$ cat config.mk
export PLATFORM = sky130hd
export DESIGN_NAME = mem_port_arbiter
export DESIGN_NICKNAME = d
export VERILOG_FILES = /design/src/rtl/mem_port_arbiter.sv
export SDC_FILE = /design/constraint.sdc
export NUM_CORES = 1
export LEC_CHECK = 0
export ABC_AREA = 1
export CAP_MARGIN = 20
export CORE_MARGIN = 4
export CORE_UTILIZATION = 40
export DETAILED_ROUTE_END_ITERATION = 7
export GPL_ROUTABILITY_DRIVEN = 0
export HOLD_SLACK_MARGIN = 0.1
export PLACE_DENSITY = 0.66
export SLEW_MARGIN = 30
export SYNTH_ARGS = -nofsm -noshare
export SYNTH_HDL_FRONTEND = slang
export SYNTH_SLANG_ARGS = --single-unit
$ cat constraint.sdc
create_clock -name clk_in -period 2.75 [get_ports clk_in]
set_clock_uncertainty 0.05 [all_clocks]
set_input_delay 0.55 -clock clk_in [delete_from_list [all_inputs] [get_ports clk_in]]
set_output_delay 0.55 -clock clk_in [all_outputs]
set_load 0.01 [all_outputs]
$ cat src/rtl/mem_port_arbiter.sv
// Byte-wide RAM port arbiter: sequences little-endian word fetches (IF) and byte/half/word loads/stores (MEM).
// Optional IF starvation guard enabled by defining MEMARB_STARVE_GUARD_EN.
//
// Handshake: a requester raises *_req_in and holds it level, with stable address/data,
// until its *_done_out pulse; requests are accepted only in IDLE, and a requester whose
// done pulse is high in that cycle is never re-granted in the same cycle.
module mem_port_arbiter #(
  parameter int ADDR_W = 32
) (
  input  logic              clk_in,
  input  logic              rst_n_in,
  input  logic              rdy_in,
  input  logic              if_req_in,
  input  logic [ADDR_W-1:0] if_addr_in,
  input  logic              if_flush_in,
  output logic              if_done_out,
  output logic [31:0]       if_data_out,
  input  logic              mem_req_in,
  input  logic              mem_we_in,
  input  logic [1:0]        mem_width_in,
  input  logic [ADDR_W-1:0] mem_addr_in,
  input  logic [31:0]       mem_wdata_in,
  output logic              mem_done_out,
  output logic [31:0]       mem_rdata_out,
  input  logic [7:0]        ram_din_in,
  output logic [7:0]        ram_dout_out,
  output logic [ADDR_W-1:0] ram_a_out,
  output logic              ram_wr_out,
  output logic [1:0]        state_dbg_out
);

  typedef enum logic [1:0] {IDLE = 2'd0, READ = 2'd1, WRITE = 2'd2} state_e;

  state_e            state_q, state_d;
  logic [1:0]        cnt_q, cnt_d;
  logic [1:0]        last_q, last_d;
  logic              prime_q, prime_d;
  logic              own_if_q, own_if_d;
  logic [ADDR_W-1:0] addr_q, addr_d;
  logic [31:0]       wdata_q, wdata_d;
  logic [31:0]       buf_q, buf_d;
  logic [7:0]        dout_q, dout_d;
  logic              wr_q, wr_d;
  logic              if_done_q, if_done_d;
  logic              mem_done_q, mem_done_d;
  logic [31:0]       if_data_q, if_data_d;
  logic [31:0]       mem_rdata_q, mem_rdata_d;

  logic       grant_mem, grant_if, if_pend, mem_pend, force_if;
  logic [1:0] cnt_nxt;

`ifdef MEMARB_STARVE_GUARD_EN
  logic [1:0] starve_q, starve_d;
  assign force_if = (starve_q == 2'd3) && if_pend;
`else
  assign force_if = 1'b0;
`endif

  assign if_pend  = if_req_in && !if_flush_in && !if_done_q;
  assign mem_pend = mem_req_in && !mem_done_q;
  assign cnt_nxt  = cnt_q + 2'd1;

  always_ff @(posedge clk_in) begin
    if (!rst_n_in) begin
      state_q     <= IDLE;
      cnt_q       <= '0;
      last_q      <= '0;
      prime_q     <= 1'b0;
      own_if_q    <= 1'b0;
      addr_q      <= '0;
      wdata_q     <= '0;
      buf_q       <= '0;
      dout_q      <= '0;
      wr_q        <= 1'b0;
      if_done_q   <= 1'b0;
      mem_done_q  <= 1'b0;
      if_data_q   <= '0;
      mem_rdata_q <= '0;
`ifdef MEMARB_STARVE_GUARD_EN
      starve_q    <= '0;
`endif
    end else if (rdy_in) begin
      state_q     <= state_d;
      cnt_q       <= cnt_d;
      last_q      <= last_d;
      prime_q     <= prime_d;
      own_if_q    <= own_if_d;
      addr_q      <= addr_d;
      wdata_q     <= wdata_d;
      buf_q       <= buf_d;
      dout_q      <= dout_d;
      wr_q        <= wr_d;
      if_done_q   <= if_done_d;
      mem_done_q  <= mem_done_d;
      if_data_q   <= if_data_d;
      mem_rdata_q <= mem_rdata_d;
`ifdef MEMARB_STARVE_GUARD_EN
      starve_q    <= starve_d;
`endif
    end
  end

  // Next state and arbitration; a flush only aborts a fetch, never a MEM read.
  always_comb begin
    state_d   = state_q;
    grant_mem = 1'b0;
    grant_if  = 1'b0;
    case (state_q)
      IDLE: begin
        if (mem_pend && !force_if) grant_mem = 1'b1;
        else if (if_pend)          grant_if  = 1'b1;
        if (grant_mem)     state_d = mem_we_in ? WRITE : READ;
        else if (grant_if) state_d = READ;
      end
      READ: begin
        if (own_if_q && if_flush_in)          state_d = IDLE;
        else if (!prime_q && cnt_q == last_q) state_d = IDLE;
      end
      WRITE: begin
        if (cnt_q == last_q) state_d = IDLE;
      end
      default: state_d = IDLE;
    endcase
  end

  // Datapath: in READ the address runs one byte ahead of the byte being sampled.
  always_comb begin
    cnt_d       = cnt_q;
    last_d      = last_q;
    prime_d     = prime_q;
    own_if_d    = own_if_q;
    addr_d      = addr_q;
    wdata_d     = wdata_q;
    buf_d       = buf_q;
    dout_d      = dout_q;
    wr_d        = wr_q;
    if_done_d   = 1'b0;
    mem_done_d  = 1'b0;
    if_data_d   = if_data_q;
    mem_rdata_d = mem_rdata_q;
`ifdef MEMARB_STARVE_GUARD_EN
    starve_d    = starve_q;
    if (grant_if) starve_d = '0;
    else if (grant_mem && if_req_in && starve_q != 2'd3) starve_d = starve_q + 2'd1;
`endif
    case (state_q)
      IDLE: begin
        if (grant_mem || grant_if) begin
          own_if_d = grant_if;
          addr_d   = grant_if ? if_addr_in : mem_addr_in;
          cnt_d    = '0;
          prime_d  = 1'b1;
          buf_d    = '0;
          wdata_d  = mem_wdata_in;
          if (grant_if || mem_width_in[1]) last_d = 2'd3;
          else                             last_d = {1'b0, mem_width_in[0]};
          if (grant_mem && mem_we_in) begin
            wr_d   = 1'b1;
            dout_d = mem_wdata_in[7:0];
          end
        end
      end
      READ: begin
        if (!(own_if_q && if_flush_in)) begin
          addr_d  = addr_q + ADDR_W'(1);
          prime_d = 1'b0;
          if (!prime_q) begin
            buf_d[{cnt_q, 3'b000} +: 8] = ram_din_in;
            cnt_d = cnt_nxt;
            if (cnt_q == last_q) begin
              if (own_if_q) begin
                if_done_d = 1'b1;
                if_data_d = buf_d;
              end else begin
                mem_done_d  = 1'b1;
                mem_rdata_d = buf_d;
              end
            end
          end
        end
      end
      WRITE: begin
        if (cnt_q == last_q) begin
          wr_d       = 1'b0;
          mem_done_d = 1'b1;
        end else begin
          cnt_d  = cnt_nxt;
          addr_d = addr_q + ADDR_W'(1);
          dout_d = wdata_q[{cnt_nxt, 3'b000} +: 8];
        end
      end
      default: ;
    endcase
  end

  always_comb begin
    ram_a_out     = addr_q;
    ram_dout_out  = dout_q;
    ram_wr_out    = wr_q && rdy_in;
    if_done_out   = if_done_q;
    if_data_out   = if_data_q;
    mem_done_out  = mem_done_q;
    mem_rdata_out = mem_rdata_q;
    state_dbg_out = state_q;
  end

endmodule

## Yosys cells after proc, flatten, opt, wreduce, memory -nomap -nowiden

Cells that the tools add are included.

| storage, ports and cells | value |
|---|---|
| flip-flop bits (word level) | 179 |
| input port bits | 113 |
| output and inout bits | 109 |
| logic and storage cells | 113 |

| operators by class | value |
|---|---|
| add/subtract/negate cells | 3 |
| eq/ne operators | 11 |
| shift operators | 3 |
| multiplexer cells | 52 |
| bitwise gates (word level) | 3 |
| reduce and logical (&&, ||, !) cells | 27 |

Operator list:

| operator | count |
|---|---|
| two-way mux 32 bit | 7 |
| case mux 32 bit (3 select lines) | 1 |
| case mux 32 bit (2 select lines) | 1 |
| adder 32 x 1 -> 32 bit, second input constant | 1 |
| bitwise mux 32 bit | 1 |
| variable shift 8 x 7 -> 32 bit, first input constant | 1 |
| indexed part select 32 x 6 -> 8 bit | 1 |
| indexed part select 8 x 7 -> 32 bit | 1 |
| two-way mux 8 bit | 3 |
| two-way mux 1 bit | 22 |
| two-way mux 2 bit | 11 |
| AND reduction 5 bit | 4 |
| AND reduction 6 bit | 3 |
| case mux 8 bit (2 select lines) | 1 |
| != test 2 bit, second input constant | 6 |
| case mux 2 bit (3 select lines) | 2 |
| AND reduction 4 bit | 2 |
| logical AND 1 bit | 7 |
| negator 5 -> 7 bit | 1 |
| != test 3 bit, second input constant | 2 |
| case mux 1 bit (2 select lines) | 3 |
| logical NOT 1 bit | 4 |
| nonzero test 2 bit | 2 |
| inverter 1 bit | 3 |
| other kinds (8) | 9 |

## Longest topological paths before layout

| depth | value |
|---|---|
| depth after elaboration | 10 |
| depth in mapped cells | 12 |
| mapped depth without buffers | 11 |

## Worst setup path after synthesis

Ideal clock, no wire load.

| timing | value |
|---|---|
| kind | reg2reg |
| start | register cnt_q[0] |
| end | register mem_rdata_q[14], in the netlist mem_rdata_out[14] |
| library setup time | 0.070 ns |
| arrival time | 1.930 ns |
| required time | 2.630 ns |
| slack | 0.699 ns |
| cell stages (with the launch flop) | 11 |
| buffers on the path | 4 |
| clock period less this slack | 2.051 ns |
| cell sequence | dfxtp_1 buf_4 inv_4 clkbuf_1 ha_1 buf_2 buf_4 nand2_1 o22ai_1 nand4_1 a21oi_1 |

| on the way | value |
|---|---|
| word-level cells in the longest chain between the ends | 3 |
| elaborated cells on any way between the ends | 6 |
| classes of those cells | add/sub: 1; eq/ne: 1; shift: 2; mux: 1; reduce/logical: 1 |

Ends and longest elaborated chain:

| element | line | source |
|---|---|---|
| start: declaration | 35 | `logic [1:0] cnt_q, cnt_d;` |
| start signal: assignment | 84 | `cnt_q <= cnt_d;` |
| negator 5 -> 7 bit | 168 | `buf_d[{cnt_q, 3'b000} +: 8] = ram_din_in;` |
| indexed part select 8 x 7 -> 32 bit / variable shift 8 x 7 -> 32 bit (equally long branches) | 168 |  |
| bitwise mux 32 bit | 168 |  |
| end signal: assignment | 96 | `mem_rdata_q <= mem_rdata_d;` |
| end: declaration | 47 | `logic [31:0] mem_rdata_q, mem_rdata_d;` |

Parallel ways exist; a longest one is shown, timed or not.
A chain may end at the register's enable or synchronous reset.

## Final worst setup path

| timing | value |
|---|---|
| start | register cnt_q[0] |
| end | register if_data_q[31], in the netlist if_data_out[31] |

| on the way | value |
|---|---|
| word-level cells in the longest chain between the ends | 3 |
| elaborated cells on any way between the ends | 6 |
| classes of those cells | add/sub: 1; eq/ne: 1; shift: 2; mux: 1; reduce/logical: 1 |

Ends and longest elaborated chain:

| element | line | source |
|---|---|---|
| negator 5 -> 7 bit | 168 |  |
| indexed part select 8 x 7 -> 32 bit / variable shift 8 x 7 -> 32 bit (equally long branches) | 168 |  |
| bitwise mux 32 bit | 168 |  |
| end signal: assignment | 95 | `if_data_q <= if_data_d;` |
| end: declaration | 46 | `logic [31:0] if_data_q, if_data_d;` |

Parallel ways exist; a longest one is shown, timed or not.

==> flow_summary.json <==
{
  "dp.cells": 1959,
  "slowest_stage": "o22ai_1",
  "yosysUniqueCellTypes": 30,
  "start_kind": "flop",
  "finalSetupViolCount": 0,
  "nets": 1782,
  "tns_ns": 0,
  "syn_to_final_growth_pct": 30.8,
  "io_buffer_count": 221,
  "syn_nets": 1616,
  "cts_setup_buffers": 0,
  "r2r_slack_ns": 0.52,
  "rsz0062_at_grt": "false",
  "critical_path_required_ns": 3.07,
  "worstSetupPathType": "flop to flop",
  "maxCapViolCount": 0,
  "finalHoldViolCount": 0,
  "dpl_cell_area_um2": 12000,
  "gr-total-overflow": 0,
  "critPathBufInv": 1,
  "clk_pin_slew_worst_paths_ns": 0.07,
  "ys_warn_count": 0,
  "grt_pass1_wl_um": 49300,
  "outcome": "completed",
  "core_um2": 23500,
  "rr_worst_depth": 6,
  "max_slew.worst_pin.slew_ns": 0.741,
  "crit_path_cell_trace": "buf_4, ha_1, nand2_1, o22ai_1, nand4_1, a21oi_1",
  "globalRouteTotalUtil": 0.226,
  "synthCells": 1493,
  "period_needed_ns": 2.23,
  "die_x_um": 163,
  "fillers": 2380,
  "fin_cells": 1991,
  "r2r_end": "if_data_out[31]$_SDFFE_PN0P_",
  "syn_avg_cell_area_um2": 6.44,
  "cts_tree": "built",
  "end_kind": "flop",
  "first_global_vias": 9476,
  "hold_depth": 2,
  "pre_cts_ws_ns": 0.384,
  "rr_startpoint": "cnt_q[0]$_SDFFE_PN0P_",
  "final_max_slew_viol_count": 0,
  "fin_area_um2": 12600,
  "clkLatencyLatePin_ns": 0.43,
  "ant_nets": 0,
  "antennaDiodeCount": 0,
  "hpwl_um": 21900,
  "route.detailed.drc": 0,
  "finalCritPeriodShare": 0.811,
  "cts_inserted_buffers": 17,
  "drt_first_pass_iters": 5,
  "fin_util": 0.534,
  "rows": 56,
  "wl_um": 30800,
  "num_io_pins": 222,
  "num_vias": 10200,
  "cts.sinks": 179,
  "critical_path.top_delay_family": "compound AO/OA/AOI/OAI gates",
  "dieArea_um2": 26600,
  "ir_worst_vdd_uv": 365,
  "drt-vias-per-instance": 5.14,
  "worst_slack_ns": 0.519,
  "min_from": "wdata_q[14]$_SDFFE_PN0P_",
  "die_h_um": 163,
  "synth_area_um2": 9620,
  "clockBufferDepth": 2,
  "htreeDepth": 4,
  "drive_gt1_frac": 0.0544,
  "hold_path.class": "flop to flop",
  "power.density_nw_per_um2": 624,
  "root_buffer": "clkbuf_16",
  "drt_iter0_drc": 933,
  "slowest_delay_ns": 0.42,
  "synth_seq_cells": 179,
  "cp_max_fo": 27,
  "worstPathArrival_ns": 2.55,
  "start_util": 0.408,
  "routedWlPerCell_um": 15.5,
  "hold_buffers": 0,
  "cts_resized": 0,
  "antenna_found_initial": 1,
  "p_leak_nw": 4.91,
  "ys_seq_area_frac": 0.373,
  "slew_headroom": 0.505,
  "min_to": "wdata_q[14]$_SDFFE_PN0P_",
  "grt_max_degree": 73,
  "fmax_ghz": 0.448,
  "path_depth": 6
}
## routing by layer
| metal | global-route usage | part of all wire | up-vias |
|---|---|---|---|
| met5 | 0 | 0.00049 | - |
| met4 | 0.0694 | 0.022 | 2 |
| met3 | 0.0429 | 0.062 | 58 |
| met2 | 0.362 | 0.47 | 307 |
| met1 | 0.310 | 0.45 | 4675 |
| li1 | - | - | 5189 |
## report_power, final
| group | switching [mW] | internal (mW) | total, mW |
|---|---|---|---|
| logic | 1.44 | 0.822 | 2.26 |
| registers | 0.180 | 2.77 | 2.95 |
| clock network | 1.12 | 1.51 | 2.63 |
## registers in the layout, summed over array words and instances, names as in the netlist
name and count:
buf_q 32, if_data_out 32, mem_rdata_out 32, ram_a_out 32
wdata_q 32, ram_dout_out 8, cnt_q 2, last_q 2
state_dbg_out 2, if_done_out 1, mem_done_out 1, own_if_q 1
prime_q 1, wr_q 1
## through the flow
stage	hold slack (ns)	power [mW]
4_1_cts	0.394	7.89
2_1_floorplan	0.375	4.50
3_3_place_gp	0.390	5.24
3_5_place_dp	0.392	5.25
5_1_grt	0.414	8.29
6_report	0.403	7.85
## worst min-delay path, delay by kind of cell (launching register included)
kind	cells	cell delay, ns
AO/OA/AOI/OAI	1	0.05
buffers and inverters	1	0.06
flip-flops	1	0.30
## how the worst max path moves through the flow
stage / startpoint / endpoint
floorplan: cnt_q[0]$_SDFFE_PN0P_ / mem_rdata_out[14]$_SDFFE_PN0P_
global placement: if_flush_in / ram_a_out[19]$_SDFFE_PN0P_
detailed placement: if_flush_in / ram_a_out[18]$_SDFFE_PN0P_
CTS: cnt_q[0]$_SDFFE_PN0P_ / if_data_out[31]$_SDFFE_PN0P_
global route: cnt_q[0]$_SDFFE_PN0P_ / if_data_out[31]$_SDFFE_PN0P_
finish: cnt_q[0]$_SDFFE_PN0P_ / if_data_out[31]$_SDFFE_PN0P_
## cell type report
| cell class | count | area, µm² | share of cell area |
|---|---|---|---|
| clock buffer | 21 | 460 | 0.0366 |
| clock inverter | 11 | 165 | 0.0131 |
| inverter | 165 | 623 | 0.0495 |
| multi-input combinational | 1050 | 4900 | 0.389 |
| sequential | 179 | 3580 | 0.285 |
| tap | 319 | 399 | 0.0317 |
| timing repair buffer | 246 | 2450 | 0.195 |
## layout by cell type (no fill, tap or decap), types with 3 or more instances in the layout
cell type	instances
nand2_1	412
clkdlybuf4s50_1	219
dfxtp_1	179
nor2_1	165
a21oi_1	157
inv_1	156
nand4_1	98
o21ai_0	64
nand3_1	64
o22ai_1	33
buf_4	20
clkbuf_16	17
o21ai_1	11
nor2_2	10
ha_1	10
o211ai_1	8
inv_2	7
buf_12	5
nand2_2	4
nand3_2	4
nor2_4	3
bufinv_16	3
inv_6	3
inv_8	3
## kinds of logic (layout without fill, tap and decap cells)
logic type,after synthesis,after routing,synth area share
XOR/XNOR,1,1,0.000911
AO/OA/AOI/OAI,274,274,0.149
AND/OR/NAND/NOR,765,765,0.346
buffers and inverters,264,443,0.118
flip-flops,179,179,0.373
adder cells (fa/ha/maj),10,10,0.0130
## synthesized netlist by cell type
library cell	instances	area, µm²
nand4_1	98	613
a21oi_1	157	786
o21ai_0	64	320
nand2_1	412	1550
xnor2_1	1	8.76
nand3_2	4	40.0
inv_4	1	6.26
nor2_1	166	623
buf_2	33	165
clkbuf_1	39	146
o211ai_1	8	60.1
nor2_2	9	56.3
buf_6	7	78.8
nor3_1	1	5.00
o21ai_2	1	8.76
buf_1	7	26.3
nand4_2	1	12.5
nor2_4	3	33.8
nand2_2	4	25.0
o21ai_1	11	55.1
inv_2	7	26.3
o22ai_1	33	206
and2_1	1	6.26
nand3_1	64	320
clkinv_2	1	5.00
ha_1	10	125
nand4_4	2	42.5
dfxtp_1	179	3580
inv_1	156	586
buf_4	13	97.6
Note: power is estimated with default switching activity, not from simulation.
